<file path="src/rtl/cmd_axis_arbiter.sv">
// cmd_axis_arbiter: packet-granular round-robin merge of N_CH AXI-Stream sources, tagged with source id; CMD_ARB_MAXLEN_EN adds over-length truncation.
// Latency: 1 cycle from slave acceptance to m_valid, 1 beat/cycle with no bubble between packets.
// Backpressure: only the granted source sees s_ready, high while the output register is empty or draining.
module cmd_axis_arbiter #(
    parameter int N_CH       = 4,
    parameter int DATA_WIDTH = 64,
    parameter int ID_WIDTH   = 8,
    parameter int DEST_WIDTH = 8,
    parameter int MAX_BEATS  = 16
) (
    input  logic                         clk,
    input  logic                         rstn,
    input  logic [N_CH-1:0]              s_valid,
    output logic [N_CH-1:0]              s_ready,
    input  logic [N_CH*DATA_WIDTH-1:0]   s_data,
    input  logic [N_CH*DEST_WIDTH-1:0]   s_dest,
    input  logic [N_CH-1:0]              s_last,
    output logic                         m_valid,
    input  logic                         m_ready,
    output logic [DATA_WIDTH-1:0]        m_data,
    output logic [ID_WIDTH-1:0]          m_id,
    output logic [DEST_WIDTH-1:0]        m_dest,
    output logic                         m_last,
    output logic                         err_trunc
);
    localparam int PTR_W = $clog2(N_CH);
    localparam int PW1   = PTR_W + 1;
    localparam logic [PTR_W:0]   N_CH_W  = PW1'(N_CH);
    localparam logic [PTR_W-1:0] LAST_CH = PTR_W'(N_CH - 1);

    if (N_CH < 2 || N_CH > 16 || ID_WIDTH < PTR_W || MAX_BEATS < 1) begin : g_bad_cfg
        $error("cmd_axis_arbiter: illegal parameter set");
    end

    typedef enum logic [1:0] {
        IDLE   = 2'd0,
        LOCKED = 2'd1
`ifdef CMD_ARB_MAXLEN_EN
        ,DRAIN = 2'd2
`endif
    } state_t;

    state_t                state_q, state_d;
    logic [PTR_W-1:0]      grant_q, grant_d;
    logic [PTR_W-1:0]      rr_ptr_q, rr_ptr_d;
    logic                  m_valid_q, m_valid_d;
    logic [DATA_WIDTH-1:0] m_data_q, m_data_d;
    logic [ID_WIDTH-1:0]   m_id_q, m_id_d;
    logic [DEST_WIDTH-1:0] m_dest_q, m_dest_d;
    logic                  m_last_q, m_last_d;

    logic [PTR_W:0]        cand;
    logic [PTR_W-1:0]      arb_idx, grant, next_ptr;
    logic                  arb_found, serving, out_ok, accept, beat_last, draining;

`ifdef CMD_ARB_MAXLEN_EN
    localparam int CNT_W = $clog2(MAX_BEATS + 1);
    logic [CNT_W-1:0] beat_cnt_q, beat_cnt_d;
    logic             err_trunc_q, err_trunc_d;
    logic             trunc;
    assign draining  = (state_q == DRAIN);
    assign err_trunc = err_trunc_q;
`else
    assign draining  = 1'b0;
    assign err_trunc = 1'b0;
`endif

    // Walk downward so the lowest offset from rr_ptr wins.
    always_comb begin
        arb_found = 1'b0;
        arb_idx   = '0;
        cand      = '0;
        for (int i = N_CH - 1; i >= 0; i--) begin
            cand = {1'b0, rr_ptr_q} + PW1'(i);
            if (cand >= N_CH_W) cand = cand - N_CH_W;
            if (s_valid[cand[PTR_W-1:0]]) begin
                arb_found = 1'b1;
                arb_idx   = cand[PTR_W-1:0];
            end
        end
    end

    always_comb begin
        grant     = (state_q == IDLE) ? arb_idx : grant_q;
        serving   = (state_q == IDLE) ? arb_found : 1'b1;
        out_ok    = !m_valid_q || m_ready;
        s_ready   = '0;
        if (serving) s_ready[grant] = draining || out_ok;
        accept    = serving && s_valid[grant] && (draining || out_ok);
        beat_last = s_last[grant];
        next_ptr  = (grant == LAST_CH) ? '0 : grant + PTR_W'(1);

        state_d   = state_q;
        grant_d   = grant_q;
        rr_ptr_d  = rr_ptr_q;
        m_valid_d = m_valid_q && !m_ready;
        m_data_d  = m_data_q;
        m_id_d    = m_id_q;
        m_dest_d  = m_dest_q;
        m_last_d  = m_last_q;
`ifdef CMD_ARB_MAXLEN_EN
        beat_cnt_d  = beat_cnt_q;
        err_trunc_d = 1'b0;
        trunc       = !beat_last && (beat_cnt_q == CNT_W'(MAX_BEATS - 1));
`endif
        if (accept) begin
            grant_d = grant;
            if (draining) begin
                if (beat_last) begin
                    state_d  = IDLE;
                    rr_ptr_d = next_ptr;
                end
            end else begin
                m_valid_d = 1'b1;
                m_data_d  = s_data[grant*DATA_WIDTH +: DATA_WIDTH];
                m_dest_d  = s_dest[grant*DEST_WIDTH +: DEST_WIDTH];
                m_id_d    = ID_WIDTH'(grant);
                m_last_d  = beat_last;
                if (beat_last) begin
                    state_d  = IDLE;
                    rr_ptr_d = next_ptr;
`ifdef CMD_ARB_MAXLEN_EN
                    beat_cnt_d = '0;
                end else if (trunc) begin
                    // Close the packet downstream here; the source tail is swallowed in DRAIN.
                    m_last_d    = 1'b1;
                    err_trunc_d = 1'b1;
                    beat_cnt_d  = '0;
                    state_d     = DRAIN;
                end else begin
                    beat_cnt_d = beat_cnt_q + CNT_W'(1);
                    state_d    = LOCKED;
`else
                end else begin
                    state_d = LOCKED;
`endif
                end
            end
        end
    end

    always_ff @(posedge clk or negedge rstn) begin
        if (!rstn) begin
            state_q     <= IDLE;
            grant_q     <= '0;
            rr_ptr_q    <= '0;
            m_valid_q   <= 1'b0;
            m_data_q    <= '0;
            m_id_q      <= '0;
            m_dest_q    <= '0;
            m_last_q    <= 1'b0;
`ifdef CMD_ARB_MAXLEN_EN
            beat_cnt_q  <= '0;
            err_trunc_q <= 1'b0;
`endif
        end else begin
            state_q     <= state_d;
            grant_q     <= grant_d;
            rr_ptr_q    <= rr_ptr_d;
            m_valid_q   <= m_valid_d;
            m_data_q    <= m_data_d;
            m_id_q      <= m_id_d;
            m_dest_q    <= m_dest_d;
            m_last_q    <= m_last_d;
`ifdef CMD_ARB_MAXLEN_EN
            beat_cnt_q  <= beat_cnt_d;
            err_trunc_q <= err_trunc_d;
`endif
        end
    end

    assign m_valid = m_valid_q;
    assign m_data  = m_data_q;
    assign m_id    = m_id_q;
    assign m_dest  = m_dest_q;
    assign m_last  = m_last_q;
endmodule

</file>
<file path="config.mk">
export PLATFORM = sky130hd
export DESIGN_NAME = cmd_axis_arbiter
export DESIGN_NICKNAME = d
export VERILOG_FILES = /design/src/rtl/cmd_axis_arbiter.sv
export SDC_FILE = /design/constraint.sdc
export NUM_CORES = 1
export LEC_CHECK = 0
export BUFFER_PORTS_ARGS = -buffer_cell sky130_fd_sc_hd__clkbuf_2
export CAP_MARGIN = 10
export CORE_AREA = 2 2 149 151
export DETAILED_ROUTE_END_ITERATION = 10
export DIE_AREA = 0 0 151 153
export GPL_TIMING_DRIVEN = 0
export HOLD_SLACK_MARGIN = 0.15
export PLACE_DENSITY = 0.55
export SETUP_SLACK_MARGIN = 0.4
export SLEW_MARGIN = 20
export SYNTH_ARGS = -nofsm -noshare
export SYNTH_HDL_FRONTEND = slang
export SYNTH_SLANG_ARGS = --single-unit
</file>
<file path="constraint.sdc">
create_clock -name clk -period 2.15 [get_ports clk]
set_input_delay 0.215 -clock clk [delete_from_list [all_inputs] [get_ports clk]]
set_output_delay 0.215 -clock clk [all_outputs]
set_load 0.005 [all_outputs]
</file>
* After elaboration in Yosys (flattened, before gate mapping)
Cells that the tools add are included.
Word-level totals: word-level logic and storage cells 70, register bits after elaboration 80, output and inout port bits 87, bits of input ports 299
Operators by class: order comparisons 10, muxes and demuxes 32, bitwise logic cells 1, reduce and logical (&&, ||, !) cells 9, $add $sub $neg 8, shift-type cells 2, equality and inequality tests 1
Operators by type and width (count):
- $shiftx 256x9->64 | 1
- $shiftx 32x6->8 | 1
- $mux 2 | 10
- $lt 2x3->1 const B | 5
- $mux 1 | 14
- $bmux 1 s2 | 6
- $ge 3x3->1 const B | 3
- $sub 2x1->2 const B | 4
- $add 2x2->3 const B | 2
- $and 4x4->4 | 1
- $logic_and 1x1->1 | 4
- $mux 4 | 1
- $add 2x1->3 const B | 1
- $ge 2x3->1 const B | 1
- $add 2x1->2 const B | 1
- $demux 1 s2 | 1
- $eq 2x2->1 const B | 1
- $ge 2x1->1 const B | 1
- $logic_not 1->1 | 2
- $logic_not 2->1 | 1
- $reduce_and 2->1 | 1
- $logic_or 1x1->1 | 1

* Logic depth before layout (Yosys ltp)
Gate-level depths: netlist (run 1).
depth after elaboration 16, mapped depth 10, gate-level depth less buffers 7

* Worst setup path after synthesis (run 1)
Ideal clock, no wire load.
kind register to register, from reg rr_ptr_q[1], to reg m_data_q[20] (netlist: m_data[20]), path buffers 3, data arrival time 2153 ps, setup slack -131 ps, cell stages (with the launch flop) 10, library setup time 127 ps, data required time 2023 ps, period minus slack after synthesis 2281 ps, path through dfrtp_1 buf_2 nor3b_2 nor3_1 a211o_1 and3_4 a211oi_2 buf_6 buf_6 mux2_1
Between the ends: word-level cells in the longest chain between the ends 14, elaborated cells between the ends (all ways) 38, those cells by class add/sub (7); order compare (4); shift (1); mux (24); reduce/logical (2)
RTL lines:
- from (decl) | RTL line 45 | logic [PTR_W-1:0] rr_ptr_q, rr_ptr_d;
- from (signal assigned) | RTL line 159 | rr_ptr_q <= rr_ptr_d;
- branches (longest 14 deep; another with $add 2x2->3)
- to (signal assigned) | RTL line 161 | m_data_q <= m_data_d;
- to (decl) | RTL line 47 | logic [DATA_WIDTH-1:0] m_data_q, m_data_d;
Parallel ways; which one is timed is not known. The select of a mux whose other input is x is not followed. A chain may end at the register's enable or synchronous reset.

* Worst setup path in the final report (run 1)
from reg rr_ptr_q[1], to reg m_data_q[29] (netlist: m_data[29])
Same word-level chain as after synthesis.

==> results of run 1 <==
## metal layers
metal | GRT usage | share of wire | up-vias
met5 | 0 | 0 | -
met4 | 0.0409 | 0.015 | 0
met3 | 0.0352 | 0.065 | 18
met2 | 0.308 | 0.52 | 224
met1 | 0.191 | 0.40 | 2478
li1 | - | - | 2601
## worst max path at each step
stage	slack [ns]	to	depth (start not counted)	from
after floorplan	-0.02	m_data[60]	9	rr_ptr_q[1]
after global placement	-0.45	m_data[44]	10	s_valid[1]
after detailed placement	-0.48	m_data[44]	10	s_valid[1]
after CTS	-0.28	s_ready[3]	10	rr_ptr_q[1]
after global routing	-0.39	m_dest[6]	11	rr_ptr_q[1]
final	-0.30	m_data[29]	10	rr_ptr_q[1]
## synth_stat cells (all sizes together), types with 2 or more instances
cell | instances | share of area
nand2b | 3 | 0.0033
clkbuf | 2 | 0.0013
ha | 2 | 0.0044
inv | 5 | 0.0033
nor3 | 3 | 0.0027
and2 | 3 | 0.0033
mux2 | 74 | 0.15
nor2 | 3 | 0.0020
o21ai | 7 | 0.0068
dfrtp | 79 | 0.35
buf | 41 | 0.052
mux2i | 217 | 0.38
o21a | 3 | 0.0040
nand2 | 10 | 0.0066
a21oi | 3 | 0.0027
## power by group through the flow
stage / registers [mW] / logic [mW] / clock network (mW)
floorplan: 2.76 / 5.73 / 0
global placement: 2.70 / 8.26 / 0
finish: 2.75 / 10.7 / 1.40
detailed placement: 2.73 / 8.29 / 0
global route: 2.88 / 11.5 / 1.52
CTS: 2.74 / 9.81 / 1.46
## final cells by class
| class | count | area [sq um] | share of cell area |
|---|---|---|---|
| Buffer | 43 | 514 | 0.0556 |
| Clock buffer | 10 | 229 | 0.0248 |
| Clock inverter | 6 | 37.5 | 0.00406 |
| Inverter | 5 | 18.8 | 0.00203 |
| Multi-Input combinational cell | 353 | 3760 | 0.407 |
| Sequential cell | 79 | 1980 | 0.214 |
| Tap cell | 280 | 350 | 0.0379 |
| Timing Repair Buffer | 418 | 2360 | 0.255 |
## repair_timing
action	4_1_cts	5_1_grt
hold buffers	1	0
endpoints found under the hold margin	79	0
pin swaps	12	3
cloned	3	4
resized for setup	72	37
endpoints found under the setup margin	83	82
setup buffers	19	14
## worst min-delay path: stages
cell	delay (ns)
clkbuf_2	0.07
nand2b_1	0.17
nand2_1	0.07
## sequential cells by signal, summed over array words and instances, names as in the netlist
name / cells
m_data: 64
state_q: 1
rr_ptr_q: 2
m_valid: 1
m_dest: 8
grant_q: 2
m_last: 1
## per-stage QoR
| step | util | total power, mW | setup TNS (ns) | cell area (sq um) | hold slack (ns) |
|---|---|---|---|---|---|
| after CTS | 0.415 | 14.0 | -18.35 | 8920 | 0.214 |
| after global routing | 0.430 | 15.9 | -27.68 | 9250 | 0.247 |
| after floorplan | - | 8.49 | -0.832 | 5890 | -0.0806 |
| after detailed placement | 0.378 | 11.0 | -26.44 | 8130 | 0.307 |
| final | 0.430 | 14.9 | -20.51 | 9250 | 0.230 |
| after global placement | 0.378 | 11.0 | -25.71 | 8120 | 0.469 |
## cells by family (layout without fill, tap and decap cells)
logic type      after synthesis  after routing  share of synthesized area
flops                        79             79                      0.349
buf+inv                      48            482                     0.0566
simple gates                 27             27                     0.0254
fa+ha+maj                     2              2                    0.00442
compound gates               26             26                     0.0329
other cells                   1              7                   0.000662
mux                         291            291                      0.531
==> qor.yml, run 1 <==
clock_tree:
  cts_tree: "done"
  htree_levels: 3
  max-clock-path-buffers: 2
  clock_sink_count: 79
  clk_transition_reported_paths_ns: 0.06
  clock_buffers_created_by_tritoncts: 9
  clkLatencyLatePin_ns: 0.33
  clock-root-buffer: "clkbuf_16"
route:
  drc_errors: 0
  route.detailed.wl_per_inst_microns: 16.8
  drt_first_iter_violations: 135
  via_count: 5321
  first_pass_iters: 4
  drt.antenna.violating_nets: 0
  postRouteWirelength_microns: 20100
  via_per_instance_ratio: 4.46
placement:
  gpl.final_weighted_congestion: 0.755
  port_buffers: 377
  post-place-cells: 1137
  dp_slack_ns: -0.478
  place.detailed.hpwl_microns: 14900
critical_path:
  worstReg2RegEnd: "m_data[29]"
  end_kind: "flop"
  critical_path.cell_chain: "buf_6, nor3b_4, nor3_2, a211o_1, and3_4, a211oi_4, buf_6, buf_12, buf_12, mux2_1"
  critical_path.startpoint_type: "flop"
  cp.required_ns: 2.37
  cp_max_fo: 10
  r2r.worst_path.cells: 10
  setup.reg_to_reg.worst_slack_ns: -0.30
  r2r-start: "rr_ptr_q[1]"
  worst-path-buf-inv: 4
  critPathTopFamily: "buffers and inverters"
  cpMaxStageDelayCell: "dfrtp_1"
  slowest_delay_ns: 0.39
  timing.setup.critical_path_class: "flop to flop"
  worstPathArrival_ns: 2.67
floorplan:
  die_h_microns: 153
  initial_core_utilization: 0.264
  row_count: 54
  core-area_sq_um: 21500
  boundaryPins: 386
  area_of_the_die_sq_um: 23100
  floorplan.die.width_microns: 151
pwr:
  clock_power_share: 0.094
  power.share.sequential: 0.185
  total_switching_power_mw: 5.54
  p_leak_nw: 4.86
  internal_power_mw: 9.32
  logic_pwr_share: 0.721
  power_per_unit_of_standard_cell_area_nw_per_um2: 1610
  irDropWorstVdd_mv: 0.712
  p_sw_frac: 0.373
min_path:
  worstHoldStart: "m_ready"
  hp-class: "input port to flop"
  hold_depth: 3
  hold_end: "m_valid"
timing:
  fin_crit_sh: 1.14
  setup_violations: 79
  finalMaxSlewViolations: 0
  timing.fmax_mhz: 408
  timing.final.crit_period_ns: 2.45
  timing.clock.skew_ns: 0.00733
  max-slew-margin-rel: 0.563
  finalWorstSetupSlack_ns: -0.303
  timing.final.hold_violations: 0
  grt_setup_unrepaired: "yes"
  max_slew.worst_pin.slew_ns: 0.656
global_routing:
  number_of_antenna_violations_at_the_first_check_in_global_routing: 0
  grt_use_total: 0.166
  via_count_of_the_first_global_routing_pass: 5610
  grt_first_pass_wirelength_microns: 29500
  gr-total-overflow: 0
  grt_start_max_net_pins: 80
cells_and_area:
  layout-drive-gt1-share: 0.617
  layout_common_cells: "373 x clkbuf_2, 216 x mux2i_1, 79 x dfrtp_1, 61 x mux2_4, 37 x buf_4"
  design.final.nets: 1210
  final.fill_count: 2135
  layoutNonFillerInstCount: 1194
  most_common_cell_after_layout_fill_and_taps_aside: "clkbuf_2"
  area_delta_synth_final_pct: 63.3
  n_antenna_cell: 0
logic_synthesis:
  number_of_enable_type_register_cells_in_the_synthesized_netlist: 0
  synth_seq_area_share: 0.349
  avgSynthCellArea_sq_um: 11.9
  number_of_distinct_library_cell_variants_in_the_gate_level_netlist_after_synthesis: 41
  synthesis.area_sq_um: 5660
  ys_ff_latch: 79
  synth_cells: 474
  synth_flop_cell: "dfrtp_1"
  ys.warnings.count: 0
  synthArstFlopShare: 1.00
flow_run:
  maxCapViolCount: 0
status:
  status: "finished, violations left"
  violations: "setup timing"
Power figures use the tool's default switching activity.
==> inputs of run 2 (changes only) <==
CORE_AREA = 2 2 152 154   (was 2 2 149 151)
DIE_AREA = 0 0 154 156   (was 0 0 151 153)
PLACE_DENSITY = 0.53   (was 0.55)
==> qor.yml, run 2 (same netlist as run 1, synthesis figures left out) <==
clock_tree:
  htree_levels: 3
  cts_tree: "done"
  clock_sink_count: 79
  clk_transition_reported_paths_ns: 0.07
  clkLatencyLatePin_ns: 0.34
  clock-root-buffer: "clkbuf_16"
  clock_buffers_created_by_tritoncts: 9
  max-clock-path-buffers: 2
route:
  drt.antenna.violating_nets: 0
  drt_first_iter_violations: 98
  via_count: 5319
  postRouteWirelength_microns: 20700
  first_pass_iters: 4
  via_per_instance_ratio: 4.46
  drc_errors: 0
  route.detailed.wl_per_inst_microns: 17.4
pwr:
  finalPower_mw: 14.5
  p_leak_nw: 4.77
  irDropWorstVdd_mv: 0.510
  power_per_unit_of_standard_cell_area_nw_per_um2: 1590
critical_path:
  setup.reg_to_reg.worst_slack_ns: -0.29
  cp.required_ns: 2.37
  worstPathArrival_ns: 2.66
  end_kind: "flop"
  r2r-start: "rr_ptr_q[1]"
  cp_max_fo: 5
  critical_path.startpoint_type: "flop"
  timing.setup.critical_path_class: "flop to flop"
  cp_startpoint: "rr_ptr_q[1]"
cells_and_area:
  area_delta_synth_final_pct: 61.0
  layout-drive-gt1-share: 0.622
  design.final.nets: 1203
  most_common_cell_after_layout_fill_and_taps_aside: "clkbuf_2"
  n_antenna_cell: 0
  layout_common_cells: "373 x clkbuf_2, 215 x mux2i_1, 78 x dfrtp_1, 55 x mux2_4, 29 x buf_4"
  final.fill_count: 2241
  largest_register_ffs: 64
  finalCoreUtilization: 0.408
timing:
  grt_setup_unrepaired: "yes"
  post_route_setup_tns_ns: -20.13
  timing.final.crit_period_ns: 2.44
  max_slew.worst_pin.slew_ns: 0.723
  timing.final.hold_violations: 0
  setup_violations: 80
  fin_crit_sh: 1.14
  timing.clock.skew_ns: 0.00880
  timing.fmax_mhz: 409
  finalMaxSlewViolations: 0
  finalWorstSetupSlack_ns: -0.293
  max-slew-margin-rel: 0.518
flow_run:
  maxCapViolCount: 0
status:
  status: "finished, violations left"
  violations: "setup timing"
global_routing:
  via_count_of_the_first_global_routing_pass: 5398
  grt_start_max_net_pins: 80
  number_of_antenna_violations_at_the_first_check_in_global_routing: 1
  gr-total-overflow: 0
  grt_first_pass_wirelength_microns: 30500
  grt_use_total: 0.165
placement:
  dp_slack_ns: -0.386
  gpl.final_weighted_congestion: 0.774
  place.detailed.hpwl_microns: 15700
  port_buffers: 377
floorplan:
  area_of_the_die_sq_um: 24000
  row_count: 55
  initial_core_utilization: 0.253
  die_h_microns: 156
  core-area_sq_um: 22400
  floorplan.die.width_microns: 154
  boundaryPins: 386
min_path:
  hp-class: "input port to flop"
  worstHoldStart: "m_ready"
## run 2: layout make-up
cell class / count / area (sq um) / area share
sequential: 79 / 1980 / 0.217
inverter: 5 / 18.8 / 0.00206
multi-input combinational: 353 / 3730 / 0.409
timing repair buffer: 411 / 2280 / 0.250
tap: 285 / 357 / 0.0391
clock inverter: 5 / 35.0 / 0.00384
buffer: 43 / 485 / 0.0532
clock buffer: 11 / 233 / 0.0255
## run 2: critical path, stage by stage, from the launching register on
cell and delay, ns:
dfrtp_1 0.39, buf_6 0.15, nor3b_4 0.29, nor3_2 0.09, a211o_1 0.29, and3_4 0.17, a211oi_4 0.15, buf_6 0.16
buf_6 0.15, clkbuf_16 0.16, mux2_2 0.32
## run 2: metal layers
metal | track usage | wire length (microns) | vias to the layer above
li1 | - | - | 2592
met1 | 0.192 | 8380 | 2472
met2 | 0.303 | 10600 | 232
met3 | 0.0378 | 1390 | 21
met4 | 0.0454 | 282 | 2
met5 | 0 | 10 | -
## run 2: where the power goes
group | internal [mW] | switching, mW | total [mW]
Combinational | 5.95 | 4.31 | 10.3
Clock | 0.782 | 0.655 | 1.44
Sequential | 2.32 | 0.460 | 2.78
Total | 9.05 | 5.43 | 14.5
## run 2: path summary, 6_finish.rpt
check,to,cells after the start
setup / recovery,m_data[15],10
hold / removal,m_valid,3
setup reg to reg,m_data[15],10
hold reg to reg,m_data[28],1
max in group asynchronous,m_data[53],2
min in group asynchronous,m_data[3],2
## run 2: repair_timing
item	CTS	global route
hold buffers	1	0
gates cloned	1	4
setup endpoints to repair	83	83
pin swaps	8	9
setup buffers	18	10
gates resized for setup	43	55
endpoints found under the hold margin	79	0
## run 2: metrics by stage
stage          instances  cell area, sq um  hold slack [ns]
2_1_floorplan        480              5890          -0.0806
3_3_place_gp        1142              8130            0.467
3_5_place_dp        1142              8140            0.324
4_1_cts             1178              8740            0.181
5_1_grt             1192              9120            0.262
6_report            1192              9120            0.239
==> inputs of run 3 (changes only) <==
ABC_AREA = 1   (was not set)
CORE_AREA = 2 2 149 151   (was 2 2 152 154)
DIE_AREA = 0 0 151 153   (was 0 0 154 156)
PLACE_DENSITY = 0.56   (was 0.53)
==> qor.yml, run 3 <==
cells_and_area:
  layout_common_cells: "374 x clkbuf_2, 253 x nand2_1, 222 x nand3_1, 83 x inv_1, 78 x dfrtp_1"
  largest_register_ffs: 64
  design.final.nets: 1651
  most_common_cell_after_layout_fill_and_taps_aside: "clkbuf_2"
  layout-drive-gt1-share: 0.464
  layoutNonFillerInstCount: 1635
  final.fill_count: 2284
  area_delta_synth_final_pct: 68.9
  layout.cell_area.non_filler_sq_um: 9850
  finalCoreUtilization: 0.458
  n_antenna_cell: 0
critical_path:
  cp_max_fo: 8
  timing.setup.critical_path_class: "flop to primary output"
  timing.critical_path.mode_cell: "nand2_2"
  critical_path.startpoint_type: "flop"
  cp.required_ns: 1.93
  end_kind: "primary output"
  critical_path.cell_chain: "buf_6, nand2_4, o21ai_4, nand2_2, nand3_4, nand2_2, nand2_2, nand3_4, nand2_4, buf_6, inv_4, buf_8, buf_8, nor3_4, buf_2"
  slowest_delay_ns: 0.43
  worstPathArrival_ns: 2.31
  cpMaxStageDelayCell: "dfrtp_1"
pwr:
  irDropWorstVdd_mv: 0.780
  power_per_unit_of_standard_cell_area_nw_per_um2: 2180
  power.share.sequential: 0.131
  internal_power_mw: 10.5
  clock_power_share: 0.071
  p_sw_frac: 0.508
  logic_pwr_share: 0.797
  total_switching_power_mw: 10.9
  finalPower_mw: 21.4
  p_leak_nw: 5.64
clock_tree:
  htree_levels: 3
  clkLatencyLatePin_ns: 0.34
  max-clock-path-buffers: 2
  clock_sink_count: 79
  clock_buffers_created_by_tritoncts: 9
  cts_tree: "done"
  clock-root-buffer: "clkbuf_16"
  clk_transition_reported_paths_ns: 0.06
logic_synthesis:
  synth_top_cell_by_area: "dfrtp_1"
  synthesis.area_sq_um: 5830
  number_of_enable_type_register_cells_in_the_synthesized_netlist: 0
  netlist_top_cells_count: "331 x nand2_1, 229 x nand3_1, 89 x inv_1"
  synth_cells: 908
  synthArstFlopShare: 1.00
  ys_ff_latch: 79
  ys.warnings.count: 0
  synth_seq_area_share: 0.339
  synth_largest_type_area_fraction: 0.339
  number_of_distinct_library_cell_variants_in_the_gate_level_netlist_after_synthesis: 23
  synth.area.top_cells: "dfrtp_1 34%, nand2_1 21%, nand3_1 20%"
  synth.most_common_cell: "nand2_1"
  avgSynthCellArea_sq_um: 6.42
  synth_flop_cell: "dfrtp_1"
global_routing:
  gr-total-overflow: 0
  grt_start_max_net_pins: 80
  grt_use_total: 0.223
  number_of_antenna_violations_at_the_first_check_in_global_routing: 0
  via_count_of_the_first_global_routing_pass: 7353
  grt_first_pass_wirelength_microns: 39800
route:
  drt.antenna.violating_nets: 0
  postRouteWirelength_microns: 28200
  met3_wirelength_microns: 2010
  via_count: 7884
  wl_met2_microns: 13900
  routedLengthMet1_microns: 11700
  first_pass_iters: 5
  via_per_instance_ratio: 4.82
  route.detailed.wl_per_inst_microns: 17.3
  drc_errors: 0
  drt_first_iter_violations: 400
  uppermost_signal_routing_layer_after_detailed_routing: "met4"
placement:
  port_buffers: 378
  gpl.final_weighted_congestion: 0.918
  dpl-instance-area_sq_um: 8190
  post-place-cells: 1572
  place.detailed.hpwl_microns: 20300
timing:
  timing.clock.skew_ns: 0.00728
  finalWorstSetupSlack_ns: -0.377
  post_route_setup_tns_ns: -24.27
  timing.final.crit_period_ns: 2.53
  max_slew.worst_pin.slew_ns: 0.725
  timing.final.hold_violations: 0
  finalMaxSlewViolations: 0
  grt_setup_unrepaired: "yes"
  max-slew-margin-rel: 0.517
  timing.fmax_mhz: 396
  fin_crit_sh: 1.18
  setup_violations: 82
flow_run:
  maxCapViolCount: 0
floorplan:
  boundaryPins: 386
  initial_core_utilization: 0.271
  die_h_microns: 153
  area_of_the_die_sq_um: 23100
  core-area_sq_um: 21500
  row_count: 54
  floorplan.die.width_microns: 151
status:
  status: "finished, violations left"
  violations: "setup timing"
min_path:
  hp-class: "input port to flop"
==> run 3: changes by cell type after synthesis, moves of 48 or more <==
cell / before / now
inv_1: 4 / 89
o211ai_1: 1 / 72
mux2_1: 48 / 0
nand2_1: 10 / 331
nand3_1: 1 / 229
mux2i_1: 217 / 0
==> run 3: metal layers <==
metal | up-vias | global-route usage
met5 | - | 0
met1 | 3659 | 0.278
li1 | 3851 | -
met2 | 330 | 0.390
met4 | 0 | 0.0672
met3 | 44 | 0.0382
==> run 3: through the flow <==
stage | worst slack (ns) | hold WS [ns]
floorplan | 0.158 | -0.0806
finish | -0.377 | 0.211
global route | -0.455 | 0.227
global placement | -0.545 | 0.458
detailed placement | -0.490 | 0.307
CTS | -0.318 | 0.204
==> run 3: cell type report <==
class | count | area, sq um | area share
multi-input cells | 666 | 3610 | 0.367
repair inverters | 1 | 16.3 | 0.00165
plain buffers | 80 | 768 | 0.0780
flip-flops and latches | 79 | 1980 | 0.201
well taps | 280 | 350 | 0.0356
inverters | 90 | 362 | 0.0367
clock inverters | 4 | 30.0 | 0.00305
repair buffers | 423 | 2470 | 0.251
clock buffers | 12 | 256 | 0.0261
==> run 3: final timing paths <==
path / startpoint / to / slack, ns / cells after the start
worst max-delay path: rr_ptr_q[0] / s_ready[0] / -0.38 / 15
worst min register to register: m_data[19] / m_data[19] / 0.48 / 2
max in group asynchronous: rstn / rr_ptr_q[1] / 1.14 / 2
min in group asynchronous: rstn / m_data[22] / 0.42 / 2
worst max register to register: rr_ptr_q[0] / m_data[62] / -0.36 / 19
worst min-delay path: s_data[35] / m_data[35] / 0.21 / 5
==> run 3: worst max-delay path: cells and delay by family, from the launching register on <==
family,cells,cell delay (ns)
and+or+nand+nor,8,0.72
buffers and inverters,6,0.71
DFF,1,0.43
AOI/OAI and AO/OA,1,0.09
==> run 3: power groups by stage <==
stage / clock network, mW / registers [mW] / logic [mW]
2_1_floorplan: 0 / 2.73 / 8.15
3_3_place_gp: 0 / 2.73 / 12.3
3_5_place_dp: 0 / 2.72 / 12.4
4_1_cts: 1.56 / 2.73 / 13.4
5_1_grt: 1.60 / 2.89 / 18.6
6_report: 1.53 / 2.81 / 17.1
==> run 3: repair_timing <==
action                                  CTS  global route
hold buffers                              1             0
resized for setup                        74           205
endpoints found under the setup margin   83            83
hold endpoints to repair                 79             0
pin swaps                                21            38
cloned                                    0            11
setup buffers                            19            16
==> run 3: cells by family after synthesis <==
logic type                 count (synthesis)  synth area share
AOI/OAI and AO/OA                         79            0.0987
xor gates and xnor gates                   1           0.00150
and+or+nand+nor                          576             0.425
DFF                                       79             0.339
other                                      1          0.000643
adders and majority gates                  2           0.00429
buffers and inverters                    170             0.130
